### config.mk
export PLATFORM = sky130hd
export DESIGN_NAME = result_drain_flat
export DESIGN_NICKNAME = d
export VERILOG_FILES = /design/src/rtl/tpu_pkg.sv /design/src/rtl/result_drain_if.sv /design/src/rtl/result_drain.sv /design/src/flat_wrapper.sv
export SDC_FILE = /design/constraint.sdc
export NUM_CORES = 2
export LEC_CHECK = 0
export ABC_AREA = 1
export CORE_ASPECT_RATIO = 1.2
export CORE_MARGIN = 2
export CORE_UTILIZATION = 40
export DETAILED_ROUTE_END_ITERATION = 8
export PLACE_DENSITY = 0.65
export RECOVER_POWER = 25
export SLEW_MARGIN = 10
export SYNTH_ARGS = -nofsm -noshare
export SYNTH_HDL_FRONTEND = slang
export SYNTH_SLANG_ARGS = --single-unit
### constraint.sdc
create_clock -name clk -period 21.1 [get_ports clk]
set_input_delay 2.11 -clock clk [delete_from_list [all_inputs] [get_ports clk]]
set_output_delay 2.11 -clock clk [all_outputs]
set_load 0.01 [all_outputs]
### src/rtl/tpu_pkg.sv
// Shared TPU definitions: element width, drain FSM states and
// activation helpers reused by downstream stages.
package tpu_pkg;

  localparam int DATA_W = 16;

  typedef enum logic [1:0] {
    IDLE,
    CAPTURE,
    STREAM,
    RELEASE
  } drain_state_t;

  function automatic logic [DATA_W-1:0] relu16(
    input logic [DATA_W-1:0] x,
    input logic              en
  );
    return (en && x[DATA_W-1]) ? '0 : x;
  endfunction

endpackage

### src/rtl/result_drain_if.sv
// Result stream from the drain: one element per accepted beat,
// tagged with its index and a last marker.
interface result_drain_if
  import tpu_pkg::*;
#(
  parameter int L = 32
);

  localparam int IW = $clog2(L);

  logic [DATA_W-1:0] out_data;
  logic [IW-1:0]     out_idx;
  logic              out_valid;
  logic              out_ready;
  logic              out_last;

  modport master (
    output out_data,
    output out_idx,
    output out_valid,
    output out_last,
    input  out_ready
  );

  modport slave (
    input  out_data,
    input  out_idx,
    input  out_valid,
    input  out_last,
    output out_ready
  );

endinterface

### src/rtl/result_drain.sv
// Snapshots the systolic array outputs on the completion edge,
// streams them out one per beat, then requests an array restart.
module result_drain
  import tpu_pkg::*;
#(
  parameter int L = 32
) (
  input  logic              clk,
  input  logic              reset,
  input  logic              arr_ready,
  input  logic [DATA_W-1:0] arr_p [L],
  input  logic              act_relu,
  result_drain_if.master    s,
  output logic              arr_restart,
  output logic              busy,
  output logic              overrun
);

  localparam int IW = $clog2(L);
  localparam logic [IW-1:0] LAST = IW'(L - 1);

  drain_state_t      state;
  logic              rdy_q;
  logic [IW-1:0]     idx;
  logic [DATA_W-1:0] mem [L];
  logic              valid_q;
  logic              last_q;
  logic              cap_evt;
  logic              accept;
  logic [IW-1:0]     idx_nxt;

  assign cap_evt = arr_ready & ~rdy_q;
  assign accept  = valid_q & s.out_ready;
  assign idx_nxt = idx + IW'(1);

  // idx is a flop, so data/index are driven straight from state
  assign s.out_valid = valid_q;
  assign s.out_last  = last_q;
  assign s.out_idx   = idx;
  assign s.out_data  = valid_q ? mem[idx] : '0;

  always_ff @(posedge clk or posedge reset) begin
    if (reset) begin
      state       <= IDLE;
      rdy_q       <= 1'b0;
      idx         <= '0;
      valid_q     <= 1'b0;
      last_q      <= 1'b0;
      arr_restart <= 1'b0;
      busy        <= 1'b0;
      overrun     <= 1'b0;
      for (int i = 0; i < L; i++) begin
        mem[i] <= '0;
      end
    end else begin
      rdy_q       <= arr_ready;
      arr_restart <= 1'b0;
      if (cap_evt && state != IDLE) begin
        overrun <= 1'b1;
      end
      unique case (state)
        IDLE: begin
          if (cap_evt) begin
            for (int i = 0; i < L; i++) begin
              mem[i] <= relu16(arr_p[i], act_relu);
            end
            idx   <= '0;
            busy  <= 1'b1;
            state <= CAPTURE;
          end
        end
        CAPTURE: begin
          idx     <= '0;
          valid_q <= 1'b1;
          last_q  <= 1'b0;
          state   <= STREAM;
        end
        STREAM: begin
          if (accept) begin
            if (idx == LAST) begin
              idx         <= '0;
              valid_q     <= 1'b0;
              last_q      <= 1'b0;
              arr_restart <= 1'b1;
              state       <= RELEASE;
            end else begin
              idx    <= idx_nxt;
              last_q <= (idx_nxt == LAST);
            end
          end
        end
        RELEASE: begin
          busy  <= 1'b0;
          state <= IDLE;
        end
        default: state <= IDLE;
      endcase
    end
  end

endmodule

### src/flat_wrapper.sv
// flat-port wrapper written by rule: the top's interface ports become plain ports
module result_drain_flat import tpu_pkg::*;
#(
  parameter int L = 32
)
  (clk, reset, arr_ready, arr_p, act_relu, arr_restart, busy, overrun, s_out_data, s_out_idx, s_out_valid, s_out_last, s_out_ready);
  result_drain_if #(.L(L)) s_i ();
  input  logic clk;
  input  logic reset;
  input  logic arr_ready;
  input  logic [DATA_W-1:0] arr_p[L];
  input  logic act_relu;
  output logic arr_restart;
  output logic busy;
  output logic overrun;
  output wire logic [$bits(s_i.out_data)-1:0] s_out_data;
  output wire logic [$bits(s_i.out_idx)-1:0] s_out_idx;
  output wire logic [$bits(s_i.out_valid)-1:0] s_out_valid;
  output wire logic [$bits(s_i.out_last)-1:0] s_out_last;
  input wire logic [$bits(s_i.out_ready)-1:0] s_out_ready;
  assign s_out_data = s_i.out_data;
  assign s_out_idx = s_i.out_idx;
  assign s_out_valid = s_i.out_valid;
  assign s_out_last = s_i.out_last;
  assign s_i.out_ready = s_out_ready;
  result_drain #(.L(L)) u_core (.clk(clk), .reset(reset), .arr_ready(arr_ready), .arr_p(arr_p), .act_relu(act_relu), .s(s_i), .arr_restart(arr_restart), .busy(busy), .overrun(overrun));
endmodule
==> results.toml <==
[setup_path]
path_buf_inv = 5
cp-end-kind = "async pin"
cp-start-kind = "input pin"
path_cells = "dlygate4sd3_1, clkinvlp_2, buf_4, buf_4, buf_4"
path_class = "in2async"
cp_slowest_cell = "clkinvlp_2"
critPathMaxFanout = 117
path_delay_family = "buffers and inverters"
cp.arrival_ns = 8.62
cp_slowest_stage_delay_ns = 3.10
cp.required_ns = 21.69
crit_path_frequent_cell = "buf_4"

[timing]
tightestPinTransition_ns = 5.63
slew_headroom = -2.78
finalCritPeriodShare = 0.381
max_freq_ghz = 0.125
setup_viol = 0
rsz0062_at_grt = "no"
final.setup.tns_ns = 0
hold_violations = 0
post-route-min-period_ns = 8.03
clock_skew_ns = 0.0166
final_max_slew_viol_count = 239
fin_ws_ns = 13.07

[finish]
stdcell_count = 4727
nets = 4363
multiInputGateArea_sq_um = 11300
drive_gt1_frac = 0.0342
syn_to_final_growth_pct = 27.8
fillers = 6327
register_area_sq_um = 13100

[yosys]
async_reset_ff_frac = 1.00
ys_top_cells_by_area = "dfrtp_1, nand2_1, o21ai_0"
ys_seq_area_frac = 0.506
synth_common_cells = "nand2_1, o21ai_0, dfrtp_1"
synth_seq_cells = 525
synth_cells = 3484
synth_top_area_share = 0.506
synth_nets = 4007
synth-edff-count = 0
synth_top_area_cell = "dfrtp_1"
synthesis.area_sq_um = 26000
ys.flop_type = "dfrtp_1"
yosys_warnings = 0
syn_avg_cell_area_sq_um = 7.46
synth_most_common_cell = "nand2_1"
synth_cell_type_count = 26

[grt]
antenna_found_initial = 9
grt_pass1_wl_um = 146000
grt_usage = 0.285
grt_overflow = 0
grt_start_max_net_pins = 290
grt_pass1_vias = 24000

[clocking]
htree_levels = 2
cts_sinks = 525
cts_root_buffer = "clkbuf_16"
insertion_delay_ns = 0.61
post-cts-setup-buffers = 0
path_clk_slew_ns = 0.06
cts_hold_buf = 0
cts_tree = "built"
cts_buffers = 56
post_cts_resized = 0
cts.path.max_buffers = 3

[detailed_routing]
routed_via_density = 5.28
routed_wl_um = 97400
wl_met1_um = 39700
num_vias = 25000
route.met2.wl_um = 47400
drt_iter0_markers = 2511
top_layer_used = "met5"
drt_first_pass_iters = 6
drc = 0
ant_nets = 0
wl_per_cell_um = 20.6
dr_wl_met3_um = 6020

[floorplanning]
die_y_um = 283
die-area_sq_um = 67000
die_x_um = 237
rows = 102
initial_core_util = 0.403
coreArea_sq_um = 64400
ioPinCount = 543

[placement]
dp_hpwl_um = 68600
portBuffers = 542
pre_cts_slack_ns = 14.52
routabilityCongestion = 0.895
dp.cells = 4614

[outcome]
violations = "max-capacitance violations, max-slew violations"
run_status = "finished, violations left"

[pwr]
powerDensity_nw_per_um2 = 133
p_leak_uw = 0.0155
peakVddDrop_mv = 0.0648

[flow_run]
max_cap_violations = 3

[min_path]
hold_class = "reg2reg"
==> state kept, by name, summed over array words and instances, names as in the netlist <==
| register | flops |
|---|---|
| u_core.s.out_valid | 1 |
| u_core.mem | 512 |
| u_core.state | 2 |
| u_core.arr_restart | 1 |
| u_core.s.out_last | 1 |
| u_core.rdy_q | 1 |
| u_core.s.out_idx | 5 |
| u_core.overrun | 1 |
| u_core.busy | 1 |
==> layout make-up <==
| class | instances | share of cell area |
|---|---|---|
| Clock buffer | 69 | 0.0470 |
| Inverter | 44 | 0.00524 |
| Clock inverter | 37 | 0.0114 |
| Sequential cell | 525 | 0.396 |
| Tap cell | 832 | 0.0313 |
| Timing Repair Buffer | 563 | 0.169 |
| Antenna cell | 7 | 0.000528 |
| Multi-Input combinational cell | 2650 | 0.339 |
==> routing by layer <==
metal	GRT usage	vias to the layer above
met5	0	-
met2	0.476	911
met4	0.119	2
met1	0.373	11900
met3	0.0391	181
li1	-	12000
==> cell families after synthesis <==
logic type | synth area share
and+or+nand+nor | 0.315
xor gates and xnor gates | 0.000337
DFF | 0.506
buffers and inverters | 0.0607
AOI/OAI and AO/OA | 0.116
adders and majority gates | 0.00289
==> worst reg2reg max path, delay by kind of cell (launching register included) <==
kind | cells | cell delay, ns
simple gates | 2 | 1.68
fa+ha+maj | 1 | 0.23
buf+inv | 5 | 2.14
compound gates | 1 | 0.12
flops | 1 | 0.40
==> layout by cell type, fill, tap and decap left out, types with 2 or more instances in the layout <==
cell type and n:
a21oi_1 45, buf_12 3, buf_4 18, bufinv_16 6, clkbuf_1 3, clkbuf_16 57, clkbuf_8 9, clkdlybuf4s50_1 539
clkinv_1 3, clkinv_2 17, clkinvlp_4 8, dfrtp_1 522, dfrtp_4 2, diode_2 7, dlygate4sd3_1 2, ha_1 6
inv_1 37, inv_6 6, nand2_1 1598, nand3_1 400, nor2_1 45, o21ai_0 531, o21ai_1 18
==> per-stage QoR <==
| stage | hold WS (ns) | util | power, uW | cell area [sq um] |
|---|---|---|---|---|
| after detailed placement | 0.457 | 0.485 | 3360 | 31300 |
| after global placement | 0.450 | 0.485 | 3330 | 31300 |
| final | 0.472 | 0.515 | 4400 | 33200 |
| after CTS | 0.477 | 0.515 | 4410 | 33200 |
| after floorplan | 0.448 | - | 2760 | 26000 |
| after global routing | 0.498 | 0.515 | 4710 | 33200 |
==> worst paths after layout <==
check | depth (start not counted) | startpoint | slack (ns) | endpoint
max | 5 | reset | 13.07 | u_core.mem[37]
min | 1 | u_core.overrun | 0.47 | u_core.overrun
max reg2reg | 9 | u_core.state[1] | 16.40 | u_core.mem[405]
min reg2reg | 1 | u_core.overrun | 0.47 | u_core.overrun
max in group clk | 11 | u_core.s.out_idx[0] | 13.77 | s_out_data[11]
min in group asynchronous | 2 | reset | 3.68 | u_core.mem[290]
==> power by group <==
| group | internal [uW] | switching, uW |
|---|---|---|
| registers | 1460 | 323 |
| clock network | 602 | 439 |
| logic | 589 | 987 |
Power figures use the tool's default switching activity.
